**src/rtl/load_store_pkg.sv**
```systemverilog
// Shared types and helpers for the load/store ramp channels.
package load_store_pkg;

  typedef enum logic [1:0] {LS_TRI, LS_FILL, LS_DRAIN, LS_HOLD} ls_mode_t;

  // Effective limit: the runtime limit never exceeds the hard ceiling.
  function automatic logic [31:0] ls_clamp(input logic [31:0] lim, input logic [31:0] nmax);
    return (lim > nmax) ? nmax : lim;
  endfunction

endpackage

```
**src/rtl/load_store_ch.sv**
```systemverilog
// One load/store ramp channel: level, direction and registered full/empty flags.
// Flags are computed from the level being written, so they align with vol.
module load_store_ch
  import load_store_pkg::*;
#(
  parameter int CBITS = 16,
  parameter int STEP  = 1
) (
  input  logic             clk,
  input  logic             rst,
  input  logic             en,
  input  ls_mode_t         mode,
  input  logic [CBITS-1:0] lim,
  output logic [CBITS-1:0] vol,
  output logic             dir,
  output logic             full,
  output logic             empty,
  output logic             full_nxt
);

  localparam logic [CBITS:0] STEP_W = (CBITS+1)'(STEP);

  logic [CBITS:0]   v_w, l_w, up_w, dn_w;
  logic [CBITS-1:0] up_v, dn_v, vol_nxt;
  logic             dir_nxt, empty_nxt;

  // One spare bit so vol+STEP cannot wrap before the compare.
  assign v_w  = {1'b0, vol};
  assign l_w  = {1'b0, lim};
  assign up_w = v_w + STEP_W;
  assign dn_w = v_w - STEP_W;
  assign up_v = (up_w > l_w) ? lim : up_w[CBITS-1:0];
  assign dn_v = (v_w < STEP_W) ? '0 : dn_w[CBITS-1:0];

  always_comb begin
    vol_nxt   = vol;
    dir_nxt   = dir;
    full_nxt  = full;
    empty_nxt = empty;
    if (en) begin
      if (mode != LS_HOLD && vol > lim) begin
        // Limit dropped under the level: snap to it; only FILL keeps counting up.
        vol_nxt = lim;
        dir_nxt = (mode == LS_FILL);
      end else begin
        case (mode)
          LS_TRI: begin
            if (dir && vol >= lim) begin
              dir_nxt = 1'b0;
            end else if (dir) begin
              vol_nxt = up_v;
            end else if (vol == '0) begin
              dir_nxt = 1'b1;
            end else begin
              vol_nxt = dn_v;
            end
          end
          LS_FILL: begin
            dir_nxt = 1'b1;
            vol_nxt = up_v;
          end
          LS_DRAIN: begin
            dir_nxt = 1'b0;
            vol_nxt = dn_v;
          end
          default: ;
        endcase
      end
      full_nxt  = (vol_nxt >= lim);
      empty_nxt = (vol_nxt == '0);
    end
  end

  always_ff @(posedge clk) begin
    if (rst) begin
      vol   <= '0;
      dir   <= 1'b0;
      full  <= 1'b0;
      empty <= 1'b1;
    end else begin
      vol   <= vol_nxt;
      dir   <= dir_nxt;
      full  <= full_nxt;
      empty <= empty_nxt;
    end
  end

endmodule

```
**src/rtl/load_store_multi.sv**
```systemverilog
// NCH independent load/store ramp channels sharing one clamped runtime limit.
// any_full is registered alongside the per-channel flags (same-edge view).
module load_store_multi
  import load_store_pkg::*;
#(
  parameter int NCH   = 4,
  parameter int CBITS = 16,
  parameter int N_MAX = 50000,
  parameter int STEP  = 1
) (
  input  logic                 clk,
  input  logic                 rst,
  input  logic [NCH-1:0]       en,
  input  logic [2*NCH-1:0]     mode,
  input  logic [CBITS-1:0]     lim,
  output logic [NCH*CBITS-1:0] vol,
  output logic [NCH-1:0]       full,
  output logic [NCH-1:0]       empty,
  output logic [NCH-1:0]       dir,
  output logic                 any_full
);

  logic [CBITS-1:0] lim_eff;
  logic [NCH-1:0]   full_nxt;

  assign lim_eff = CBITS'(ls_clamp(32'(lim), 32'(N_MAX)));

  for (genvar i = 0; i < NCH; i++) begin : g_ch
    load_store_ch #(
      .CBITS (CBITS),
      .STEP  (STEP)
    ) u_ch (
      .clk      (clk),
      .rst      (rst),
      .en       (en[i]),
      .mode     (ls_mode_t'(mode[2*i +: 2])),
      .lim      (lim_eff),
      .vol      (vol[CBITS*i +: CBITS]),
      .dir      (dir[i]),
      .full     (full[i]),
      .empty    (empty[i]),
      .full_nxt (full_nxt[i])
    );
  end

  always_ff @(posedge clk) begin
    if (rst) any_full <= 1'b0;
    else     any_full <= |full_nxt;
  end

endmodule

```
**config.mk**
```make
export PLATFORM = sky130hd
export DESIGN_NAME = load_store_multi
export DESIGN_NICKNAME = d
export VERILOG_FILES = /design/src/rtl/load_store_pkg.sv /design/src/rtl/load_store_ch.sv /design/src/rtl/load_store_multi.sv
export SDC_FILE = /design/constraint.sdc
export NUM_CORES = 1
export LEC_CHECK = 0
export ABC_AREA = 0
export CORE_MARGIN = 1.5
export CORE_UTILIZATION = 40
export CTS_CLUSTER_SIZE = 24
export DETAILED_ROUTE_END_ITERATION = 16
export GPL_ROUTABILITY_DRIVEN = 0
export PLACE_DENSITY = 0.57
export SLEW_MARGIN = 30
export SYNTH_ARGS = -nofsm -noshare
export SYNTH_HDL_FRONTEND = slang
export SYNTH_SLANG_ARGS = --single-unit
```
**constraint.sdc**
```tcl
create_clock -name clk -period 24.8 [get_ports clk]
set_input_delay 4.96 -clock clk [delete_from_list [all_inputs] [get_ports clk]]
set_output_delay 4.96 -clock clk [all_outputs]
set_load 0.02 [all_outputs]
```
# == Word-level counts from Yosys, hierarchy flattened ==
# Cells that the tools add are included.
# op_classes
n_addsub,8
order_cmp,21
n_eq_ne,12
mux,57
n_reduce_logical,29
# op_table
cell,count
$mux W16,29
$pmux W16 S3,4
$ge A16 B16 Y1,8
$logic_not A16 Y1,8
$add A16 B1 Y17 const B,4
$gt A17 B16 Y1,4
$gt A16 B16 Y1,4
$lt A16 B1 Y1 const B,4
$sub A16 B1 Y16 const B,4
$mux W1,20
$gt A16 B16 Y1 const B,1
$reduce_bool A4 Y1,4
$pmux W1 S3,4
$eq A2 B1 Y1 const B,4
$eq A2 B2 Y1 const B,4
$logic_and A1 B1 Y1,8
$logic_not A2 Y1,4
$ne A2 B2 Y1 const B,4
$reduce_and A2 Y1,4
$reduce_or A4 Y1,1
# word_totals
regBits,77
in_bits,30
output_inout_bits,77
wordCells,144

# == Longest topological paths before layout ==
# logic_depth
depth_word,12
depth_mapped,34

# == Modules after synthesis ==
# A second synthesis with hierarchy kept.
# hier_totals
cells_unflattened,2190
area_unflattened_um2,16184.3
# by_module_without_submodules
mod,instances,cells_each,area_each_um2,seq_area_each_um2
load_store_ch at g_ch[0].u_ch ...,3,531,3930.0,380.4
load_store_ch at g_ch[1].u_ch,1,566,4185.3,380.4
load_store_multi,1,31,209.0,20.0

# == Worst setup path after synthesis ==
# No wires, ideal clock.
# synth_path
path_type,input -> register
from,input lim[3]
to,register any_full
t_arrival_ns,11.028
path_slack_ns,13.637
stages,30
path_buffers,1
cell_sequence,o41a_1 o21ai_0 a21oi_1 nor2_1 clkbuf_1 and2_1 clkinv_1 ha_1 nand2_1 or4_1 a2111oi_0 nor3_2 nand2_1 a21oi_1 a2111oi_0 a211o_1 a22oi_1 ha_1 nand2b_1 a21o_1 a21oi_1 nor2b_1 o21ai_0 nand2b_1 a21oi_1 nor2b_1 o21ai_0 a21boi_0 o21a_1 or4_1
# synth_via
elab_chain_len,12
# synth_lines
element,line,text
from (decl),load_store_multi.sv:15,"input logic [CBITS-1:0] lim,"
$gt A16 B16 Y1,load_store_pkg.sv:8,return (lim > nmax) ? nmax : lim;
$mux W16 (*),load_store_pkg.sv:8,
$gt A17 B16 Y1,load_store_ch.sv:32,assign up_v = (up_w > l_w) ? lim : up_w[CBITS-1:0];
$mux W16,load_store_ch.sv:32,
$mux W16,load_store_ch.sv:50,end else if (dir) begin
$mux W16,load_store_ch.sv:48,if (dir && vol >= lim) begin
$pmux W16 S3,load_store_ch.sv:46,case (mode)
$mux W16,load_store_ch.sv:41,if (mode != LS_HOLD && vol > lim) begin
$mux W16,load_store_ch.sv:40,if (en) begin
$ge A16 B16 Y1,load_store_ch.sv:69,full_nxt = (vol_nxt >= lim);
$mux W1,load_store_ch.sv:40,
$reduce_or A4 Y1 (*),load_store_multi.sv:48,else any_full <= |full_nxt;
to (signal assigned),load_store_multi.sv:48,
to (decl),load_store_multi.sv:20,output logic any_full
# Mark *: on every way between the ends. The rest lies on a longest branch, timed or not. The select of a mux whose other input is x is not followed.
# A chain may end at the register's enable or synchronous reset.

# == Worst setup path after layout ==
# layout_path
from,input lim[2]
to,register any_full
# Same word-level chain as after synthesis.

==> results.cfg <==
[route]
via_count = 18700
ant_nets = 0
vias_per_cell = 6.70
wire_per_inst_um = 24.9
first_iter_violations = 2276
firstDrtPassIters = 6
post-route-drc-count = 0
routed_wl_um = 69400

[yosys]
ys_seq_area_frac = 0.0977
postSynthAreaPerCell_um2 = 6.97
syn-cell-area_um2 = 15800
synth_top_area_cell = ha_1
synthArstFlopShare = 0
synthFlopType = dfxtp_1
synth.distinct_cells = 98
ys_top_cells_by_area = ha_1 (16%), dfxtp_1 (9.8%), nor2_1 (5.8%)
ys_ff_latch = 77
synthCells = 2265
synth_edf_count = 0
synth_top_area_share = 0.162
ys_warn_count = 0
syn_nets = 2499

[sta]
hold-worst-slack_ns = 0.488
min_period_ns = 12.70
relSlewSlack = 0.318
min_period_over_period = 0.512
report.final.slew_viol_count = 0
tightest_slew_ns = 1.02
skew_ns = 0.0321
final-setup-viol-count = 0
rsz0062_at_grt = false
timing_hold_violations_final = 0
setup_tns_ns = 0
max_freq_mhz = 78.7

[setup_path]
slowest_delay_ns = 0.65
rr_worst_depth = 26
crit_required_ns = 25.07
crit_path_max_fanout = 20
critPathLaunchType = input port
crit_arrival_ns = 12.97
cp-end-kind = flip-flop
critPathKind = input port to flip-flop
slowest_stage = nand2_1

[outcome]
outcome = complete, no violations

[clock_network]
cts_root_buf = clkbuf_16
cts_sinks = 77
clk_latency_ns = 0.40
cts_tree = yes
cts_resized = 0
cts_setup_buffers = 0
cts_hold_buffers = 0
cts_buffers = 9
clockBufferDepth = 2
path_clk_slew_ns = 0.09
h-tree-depth = 3

[floorplan]
core-area_um2 = 38800
die_h_um = 202
row_count = 72
start_util = 0.406
dieArea_um2 = 40600
ioPinCount = 107
die_w_um = 202

[global_routing]
grt_pass1_wl_um = 105000
antenna_found_initial = 1
grt_overflow = 0
grt_usage = 0.333
grt_max_degree = 77
grt_pass1_vias = 17100

[power]
power_density_nw_per_um2 = 51.7
vdd_drop_max_v = 0.0000397
total_leakage_power_nw = 7.27

[final_layout]
nNetsFinal = 2497
drive_gt1_frac = 0.0560
final_common_cell = nor2_1
final_cell_mix = nor2_1 (244), ha_1 (204), nand2_1 (171)
area_growth_syn_to_layout_pct = 10.3

[min_path]
worstHoldPathCells = 2
hold_path_class = flip-flop to flip-flop

[place]
port_buffers = 106
hpwlAfterDp_um = 49500

[job]
cap_viol_max_count = 0
==> Yosys cell counts (60+ instances only) <==
| cell type | n |
|---|---|
| nand2_1 | 171 |
| nor2_1 | 245 |
| dfxtp_1 | 77 |
| a21oi_1 | 163 |
| inv_1 | 103 |
| clkbuf_1 | 122 |
| nand3_1 | 65 |
| a211oi_1 | 60 |
| mux2i_1 | 63 |
| xnor2_1 | 72 |
| nor3_1 | 77 |
| ha_1 | 204 |
| o21ai_0 | 137 |
==> cells by family (layout without fill, tap and decap cells) <==
| kind of cell | Yosys count | after routing | share of synthesized area |
|---|---|---|---|
| AOI/OAI and AO/OA | 729 | 729 | 0.314 |
| adders and majority gates | 205 | 205 | 0.162 |
| other | 0 | 1 | 0 |
| buffers and inverters | 275 | 278 | 0.0713 |
| xor gates and xnor gates | 98 | 98 | 0.0544 |
| muxes | 78 | 78 | 0.0509 |
| DFF | 77 | 77 | 0.0977 |
| and+or+nand+nor | 803 | 803 | 0.250 |
==> path summary, 6_finish.rpt <==
path | slack (ns) | endpoint | startpoint
max | 12.10 | any_full | lim[2]
min | 0.49 | g_ch[0].u_ch.empty | g_ch[0].u_ch.empty
max reg2reg | 16.95 | any_full | g_ch[1].u_ch.vol[3]
min reg2reg | 0.49 | g_ch[0].u_ch.empty | g_ch[0].u_ch.empty
==> routing by layer <==
| metal | GRT usage | part of all wire | vias up |
|---|---|---|---|
| met1 | 0.453 | 0.41 | 8671 |
| met4 | 0.167 | 0.055 | 0 |
| li1 | - | - | 8480 |
| met2 | 0.500 | 0.42 | 1248 |
| met5 | 0 | 0 | - |
| met3 | 0.0603 | 0.11 | 277 |
==> critical path: cells and delay by family <==
kind	cells	cell delay [ns]
AOI/OAI and AO/OA	14	3.41
adders and majority gates	2	0.67
buffers and inverters	3	0.83
and+or+nand+nor	11	3.09
==> cell type report <==
type	instances	area (µm²)
Fill cell	4045	21400
Multi-Input combinational cell	1913	13100
Sequential cell	77	1540
Timing Repair Buffer	150	1390
Tap cell	518	648
Inverter	112	424
Clock buffer	11	233
Clock inverter	5	36.3
Antenna cell	1	2.50
==> registers in the layout, summed over array words and instances, names as in the netlist <==
| register | count |
|---|---|
| any_full | 1 |
| g_ch.u_ch.dir | 4 |
| g_ch.u_ch.empty | 4 |
| g_ch.u_ch.full | 4 |
| g_ch.u_ch.vol | 64 |
==> power by group <==
part | total (W) | switching (W) | internal (W)
combinational | 0.000581 | 0.000360 | 0.000221
clock | 0.000140 | 0.0000716 | 0.0000684
sequential | 0.000178 | 0.0000421 | 0.000136
==> stage by stage <==
stage	power (W)	cells	worst slack, ns	utilization	area, µm²
2_1_floorplan	0.000567	2265	13.64	-	15800
3_3_place_gp	0.000736	2770	11.93	0.441	17100
3_5_place_dp	0.000743	2770	11.88	0.441	17100
4_1_cts	0.000886	2786	12.28	0.448	17400
5_1_grt	0.000960	2786	11.49	0.448	17400
6_report	0.000900	2787	12.10	0.448	17400
No activity file was read; power rests on OpenSTA's default activity.
